File: src/rtl/router_pkt_reg.sv
// Packet datapath register for the 1xN router.
// Captures the header, forwards bytes to the FIFO, holds a stalled byte,
// counts payload, accumulates parity and flags parity, length and address errors.
module router_pkt_reg #(
    parameter int unsigned DATA_W     = 8,
    parameter int unsigned ADDR_W     = 2,
    parameter int unsigned N_CH       = 3,
    parameter bit          PARITY_INV = 1'b0
) (
    input  logic                     clk,
    input  logic                     resetn,
    input  logic [DATA_W-1:0]        data_in,
    input  logic                     pkt_valid,
    input  logic                     fifo_full,
    input  logic                     detect_add,
    input  logic                     lfd_state,
    input  logic                     ld_state,
    input  logic                     laf_state,
    input  logic                     full_state,
    input  logic                     rst_int_reg,
    output logic [DATA_W-1:0]        dout,
    output logic                     dout_valid,
    output logic [ADDR_W-1:0]        hdr_addr,
    output logic                     addr_err,
    output logic [DATA_W-ADDR_W-1:0] byte_cnt,
    output logic                     parity_done,
    output logic                     low_pkt_valid,
    output logic                     chk_valid,
    output logic                     err,
    output logic                     len_err
);

    localparam int unsigned        CNT_W    = DATA_W - ADDR_W;
    localparam int unsigned        AW1      = ADDR_W + 1;
    localparam logic [AW1-1:0]     N_CH_V   = AW1'(N_CH);
    localparam logic [DATA_W-1:0]  PAR_SEED = {DATA_W{PARITY_INV}};

    logic [DATA_W-1:0] header_q,     header_d;
    logic              addr_err_q,   addr_err_d;
    logic [DATA_W-1:0] dout_q,       dout_d;
    logic              dout_valid_q, dout_valid_d;
    logic [DATA_W-1:0] hold_q,       hold_d;
    logic              hold_pay_q,   hold_pay_d;
    logic [DATA_W-1:0] parity_q,     parity_d;
    logic [DATA_W-1:0] pkt_par_q,    pkt_par_d;
    logic [CNT_W-1:0]  byte_cnt_q,   byte_cnt_d;
    logic              cnt_ovf_q,    cnt_ovf_d;
    logic              par_done_q,   par_done_d;
    logic              done_seen_q,  done_seen_d;
    logic              low_pv_q,     low_pv_d;
    logic              chk_valid_q,  chk_valid_d;
    logic              err_q,        err_d;
    logic              len_err_q,    len_err_d;

    logic              take;
    logic [DATA_W-1:0] take_data;
    logic              take_pay;

    // Next-state datapath: header capture, byte loading, accounting and check.
    always_comb begin
        header_d     = header_q;
        addr_err_d   = addr_err_q;
        dout_d       = dout_q;
        dout_valid_d = 1'b0;
        hold_d       = hold_q;
        hold_pay_d   = hold_pay_q;
        parity_d     = parity_q;
        pkt_par_d    = pkt_par_q;
        byte_cnt_d   = byte_cnt_q;
        cnt_ovf_d    = cnt_ovf_q;
        par_done_d   = par_done_q;
        done_seen_d  = done_seen_q;
        chk_valid_d  = 1'b0;
        err_d        = err_q;
        len_err_d    = len_err_q;
        take         = 1'b0;
        take_data    = data_in;
        take_pay     = 1'b0;

        if (detect_add && pkt_valid) begin
            header_d    = data_in;
            addr_err_d  = ({1'b0, data_in[ADDR_W-1:0]} >= N_CH_V);
            hold_pay_d  = 1'b0;
            parity_d    = PAR_SEED;
            byte_cnt_d  = '0;
            cnt_ovf_d   = 1'b0;
            par_done_d  = 1'b0;
            done_seen_d = 1'b0;
            err_d       = 1'b0;
            len_err_d   = 1'b0;
        end else begin
            if (lfd_state && !full_state) begin
                dout_d       = header_q;
                dout_valid_d = 1'b1;
                parity_d     = parity_q ^ header_q;
            end else if (ld_state && !fifo_full) begin
                dout_d       = data_in;
                dout_valid_d = 1'b1;
                take         = 1'b1;
                take_data    = data_in;
                take_pay     = pkt_valid;
            end else if (ld_state && fifo_full) begin
                hold_d     = data_in;
                hold_pay_d = pkt_valid;
            end else if (laf_state) begin
                dout_d       = hold_q;
                dout_valid_d = 1'b1;
                take         = 1'b1;
                take_data    = hold_q;
                take_pay     = hold_pay_q;
            end

            // Direct load and held-byte replay share one accounting path.
            if (take) begin
                if (take_pay) begin
                    parity_d = parity_q ^ take_data;
                    if (&byte_cnt_q) cnt_ovf_d  = 1'b1;
                    else             byte_cnt_d = byte_cnt_q + CNT_W'(1);
                end else if (!par_done_q) begin
                    pkt_par_d  = take_data;
                    par_done_d = 1'b1;
                end
            end

            // Check fires once, on the first cycle parity_done is seen high.
            done_seen_d = par_done_q;
            chk_valid_d = par_done_q && !done_seen_q;
            if (chk_valid_d) begin
                err_d     = (parity_q != pkt_par_q);
                len_err_d = (byte_cnt_q != header_q[DATA_W-1:ADDR_W]) || cnt_ovf_q;
            end
        end

        if (rst_int_reg || detect_add)          low_pv_d = 1'b0;
        else if (ld_state && !pkt_valid)        low_pv_d = 1'b1;
        else                                    low_pv_d = low_pv_q;
    end

    // State registers with asynchronous active-low clear.
    always_ff @(posedge clk or negedge resetn) begin
        if (!resetn) begin
            header_q     <= '0;
            addr_err_q   <= 1'b0;
            dout_q       <= '0;
            dout_valid_q <= 1'b0;
            hold_q       <= '0;
            hold_pay_q   <= 1'b0;
            parity_q     <= PAR_SEED;
            pkt_par_q    <= '0;
            byte_cnt_q   <= '0;
            cnt_ovf_q    <= 1'b0;
            par_done_q   <= 1'b0;
            done_seen_q  <= 1'b0;
            low_pv_q     <= 1'b0;
            chk_valid_q  <= 1'b0;
            err_q        <= 1'b0;
            len_err_q    <= 1'b0;
        end else begin
            header_q     <= header_d;
            addr_err_q   <= addr_err_d;
            dout_q       <= dout_d;
            dout_valid_q <= dout_valid_d;
            hold_q       <= hold_d;
            hold_pay_q   <= hold_pay_d;
            parity_q     <= parity_d;
            pkt_par_q    <= pkt_par_d;
            byte_cnt_q   <= byte_cnt_d;
            cnt_ovf_q    <= cnt_ovf_d;
            par_done_q   <= par_done_d;
            done_seen_q  <= done_seen_d;
            low_pv_q     <= low_pv_d;
            chk_valid_q  <= chk_valid_d;
            err_q        <= err_d;
            len_err_q    <= len_err_d;
        end
    end

    assign dout          = dout_q;
    assign dout_valid    = dout_valid_q;
    assign hdr_addr      = header_q[ADDR_W-1:0];
    assign addr_err      = addr_err_q;
    assign byte_cnt      = byte_cnt_q;
    assign parity_done   = par_done_q;
    assign low_pkt_valid = low_pv_q;
    assign chk_valid     = chk_valid_q;
    assign err           = err_q;
    assign len_err       = len_err_q;

endmodule

File: config.mk
export PLATFORM = sky130hd
export DESIGN_NAME = router_pkt_reg
export DESIGN_NICKNAME = d
export VERILOG_FILES = /design/src/rtl/router_pkt_reg.sv
export SDC_FILE = /design/constraint.sdc
export NUM_CORES = 1
export LEC_CHECK = 0
export CORE_ASPECT_RATIO = 1.5
export CORE_MARGIN = 2
export CORE_UTILIZATION = 40
export CTS_CLUSTER_SIZE = 14
export DETAILED_ROUTE_END_ITERATION = 8
export MAX_ROUTING_LAYER = met4
export SLEW_MARGIN = 20
export SYNTH_ARGS = -nofsm -noshare
export SYNTH_HDL_FRONTEND = slang
export SYNTH_SLANG_ARGS = --single-unit
File: constraint.sdc
create_clock -name clk -period 3.05 [get_ports clk]
set_input_delay 0.61 -clock clk [delete_from_list [all_inputs] [get_ports clk]]
set_output_delay 0.61 -clock clk [all_outputs]
set_load 0.03 [all_outputs]
==> flow_summary.json <==
{
  "cts_tree": "built",
  "io_buffers": 40,
  "drcViolationCount": 0,
  "finalWorstSetupSlack_ns": 0.759,
  "r2r-start": "byte_cnt[0]",
  "synth_top_area_share_pct": 45.9,
  "avgSynthCellArea_um2": 9.81,
  "max_slew.worst_pin.slew_ns": 0.731,
  "postCtsHoldBufs": 0,
  "synth_edf_count": 0,
  "slew_headroom_pct": 51.3,
  "cts_setup_buffers": 0,
  "syn_to_final_growth_pct": 21.4,
  "ys_seq_area_share_pct": 45.9,
  "grt_pass1_wl_mm": 12.3,
  "firstDrtPassIters": 4,
  "drt-total-wl_mm": 7.75,
  "start_kind": "input port",
  "dr.first_iter.drc_count": 147,
  "fmax_ghz": 0.436,
  "place_congestion": 0.827,
  "synth_nets": 330,
  "synth.most_common_cell": "dfrtp_1",
  "die_area_um2": 8360,
  "crit_type": "input port to flip-flop",
  "core_area_um2": 7510,
  "ys_top_cells_by_count": "dfrtp_1 (56), nand2_1 (42), nand3_1 (22), o21ai_0 (20), nor2_1 (18)",
  "synth-seq-cells": 56,
  "crit_buf_inv": 1,
  "start_util_pct": 40.6,
  "clk_path_buf_depth": 2,
  "final-setup-viol-count": 0,
  "cp.arrival_ns": 2.48,
  "critPathLaunch": "ld_state",
  "nets": 366,
  "tns_ns": 0,
  "place_ws_ns": 0.467,
  "std_cell_rows": 39,
  "grt_usage_pct": 19.8,
  "cts-root-buf": "clkbuf_16",
  "hold_class": "input port to async pin",
  "drive_gt1_share_pct": 10.3,
  "maxSlewViolCount": 0,
  "status": "completed",
  "grt_setup_unrepaired": "no",
  "period_needed_ns": 2.29,
  "grt_start_max_net_pins": 57,
  "ant_nets": 0,
  "maxCapViolCount": 0,
  "post_drt_wl_per_cell_um": 17.2,
  "antenna_found_initial": 0,
  "crit_chain": "clkdlybuf4s50_1, nand3b_1, a221oi_2, a21oi_1, a31o_1",
  "path_max_fanout": 10,
  "synthTopCellsByArea": "dfrtp_1 (46%), nand2_1 (5.2%), nor4b_1 (4.6%)",
  "cts_buffers": 5,
  "cts_resized": 0,
  "fin_area_um2": 3710,
  "avgViaCountPerCell": 5.62,
  "timing.critical_path.to": "byte_cnt[3]",
  "critPathRequiredTime_ns": 3.24,
  "num_io_pins": 41,
  "finalCritPeriodShare_pct": 75.1,
  "crit_cells": 5,
  "syn_inst": 311,
  "vias": 2530,
  "grt-ovfl-total": 0,
  "cts_sinks": 56,
  "hold_viol": 0,
  "cts_max_level": 2,
  "rr_worst_depth": 5,
  "max_stage_delay_ns": 0.66,
  "num_antenna_cells": 0,
  "clk_pin_slew_ns": 0.07,
  "power.density_nw_per_um2": 638,
  "fin_skew_ns": 0.0102,
  "crit_slowest_cell": "a221oi_2",
  "syn-cell-area_um2": 3050,
  "power_leakage_nw": 1.51,
  "post-dp-hpwl_mm": 5.51,
  "synth_ff_type": "dfrtp_1",
  "place_area_um2": 3560,
  "clock_latency_ns": 0.30,
  "die_w_um": 75.3,
  "cpLargestDelayFamily": "compound AO/OA/AOI/OAI gates",
  "synthDistinctLibCells": 35,
  "worstReg2RegEnd": "byte_cnt[3]",
  "yosys_warnings": 0,
  "cp-end-kind": "flip-flop",
  "grt_pass1_vias": 2411,
  "irDropWorstVdd_mv": 0.258,
  "synthArstFlopShare_pct": 100,
  "fp.dieH_um": 111,
  "p_total_mw": 2.37,
  "rrSetupSlack_ns": 1.07,
  "synth_top_area_cell": "dfrtp_1"
}
cell type report:
cell class                 instances  area (µm²)
clock buffer                       5         125
inverter                           3        11.3
fill                             741        3810
sequential                        56        1400
timing repair buffer              51         478
multi-input combinational        230        1540
clock inverter                     3        25.0
tap                              102         128
how the worst min path moves through the flow:
| stage | slack [ns] | endpoint | from |
|---|---|---|---|
| after detailed placement | 0.47 | addr_err | addr_err |
| after floorplan | 0.31 | addr_err | resetn |
| after CTS | 0.49 | parity_q[2] | resetn |
| after global routing | 0.51 | parity_q[4] | resetn |
| final | 0.45 | done_seen_q | resetn |
| after global placement | 0.46 | addr_err | addr_err |
through the flow:
stage | instances | utilization [%] | hold WS [ns]
6_report | 450 | 49.3 | 0.453
5_1_grt | 450 | 49.3 | 0.511
4_1_cts | 450 | 49.3 | 0.488
3_5_place_dp | 442 | 47.3 | 0.466
3_3_place_gp | 442 | 47.3 | 0.461
2_1_floorplan | 311 | - | 0.314
state kept, by name, summed over array words and instances, names as in the netlist, 6 cells and up:
signal,flops
pkt_par_q,8
hold_q,8
parity_q,8
dout,8
byte_cnt,6
header_q,8
report_power, final:
| group | switching [mW] | internal (mW) | total, mW | leakage [nW] |
|---|---|---|---|---|
| registers | 0.175 | 0.908 | 1.08 | 0.691 |
| clock network | 0.284 | 0.311 | 0.596 | 0.0708 |
| logic | 0.349 | 0.338 | 0.686 | 0.747 |
kinds of logic (layout without fill, tap and decap cells):
family / after synthesis / after routing / synth area share, %
buffers and inverters: 25 / 62 / 3.77
and+or+nand+nor: 131 / 131 / 22.6
DFF: 56 / 56 / 45.9
muxes: 26 / 26 / 9.18
AOI/OAI and AO/OA: 57 / 57 / 13.8
adders and majority gates: 1 / 1 / 0.410
xor gates and xnor gates: 15 / 15 / 4.31
layout by cell type (no fill, tap or decap), drive strengths merged, types with 4 or more instances in the layout:
cell type and n:
nor4b 16, a2111o 8, mux2i 10, nand2 42, dfrtp 56, a31oi 9
o21ai 20, a311oi 8, mux2 16, nand3 22, nand4 10, buf 12
and2 5, and3 4, nor2 18, inv 5, xnor2 14, a21oi 7
clkdlybuf4s50 39, clkbuf 5
layer usage:
layer | global-route usage, % | wire [µm]
met4 | 10.2 | 321
met2 | 31.2 | 3890
met1 | 24.2 | 3280
met5 | - | 0
met3 | 2.73 | 264
Note: power is estimated with default switching activity, not from simulation.
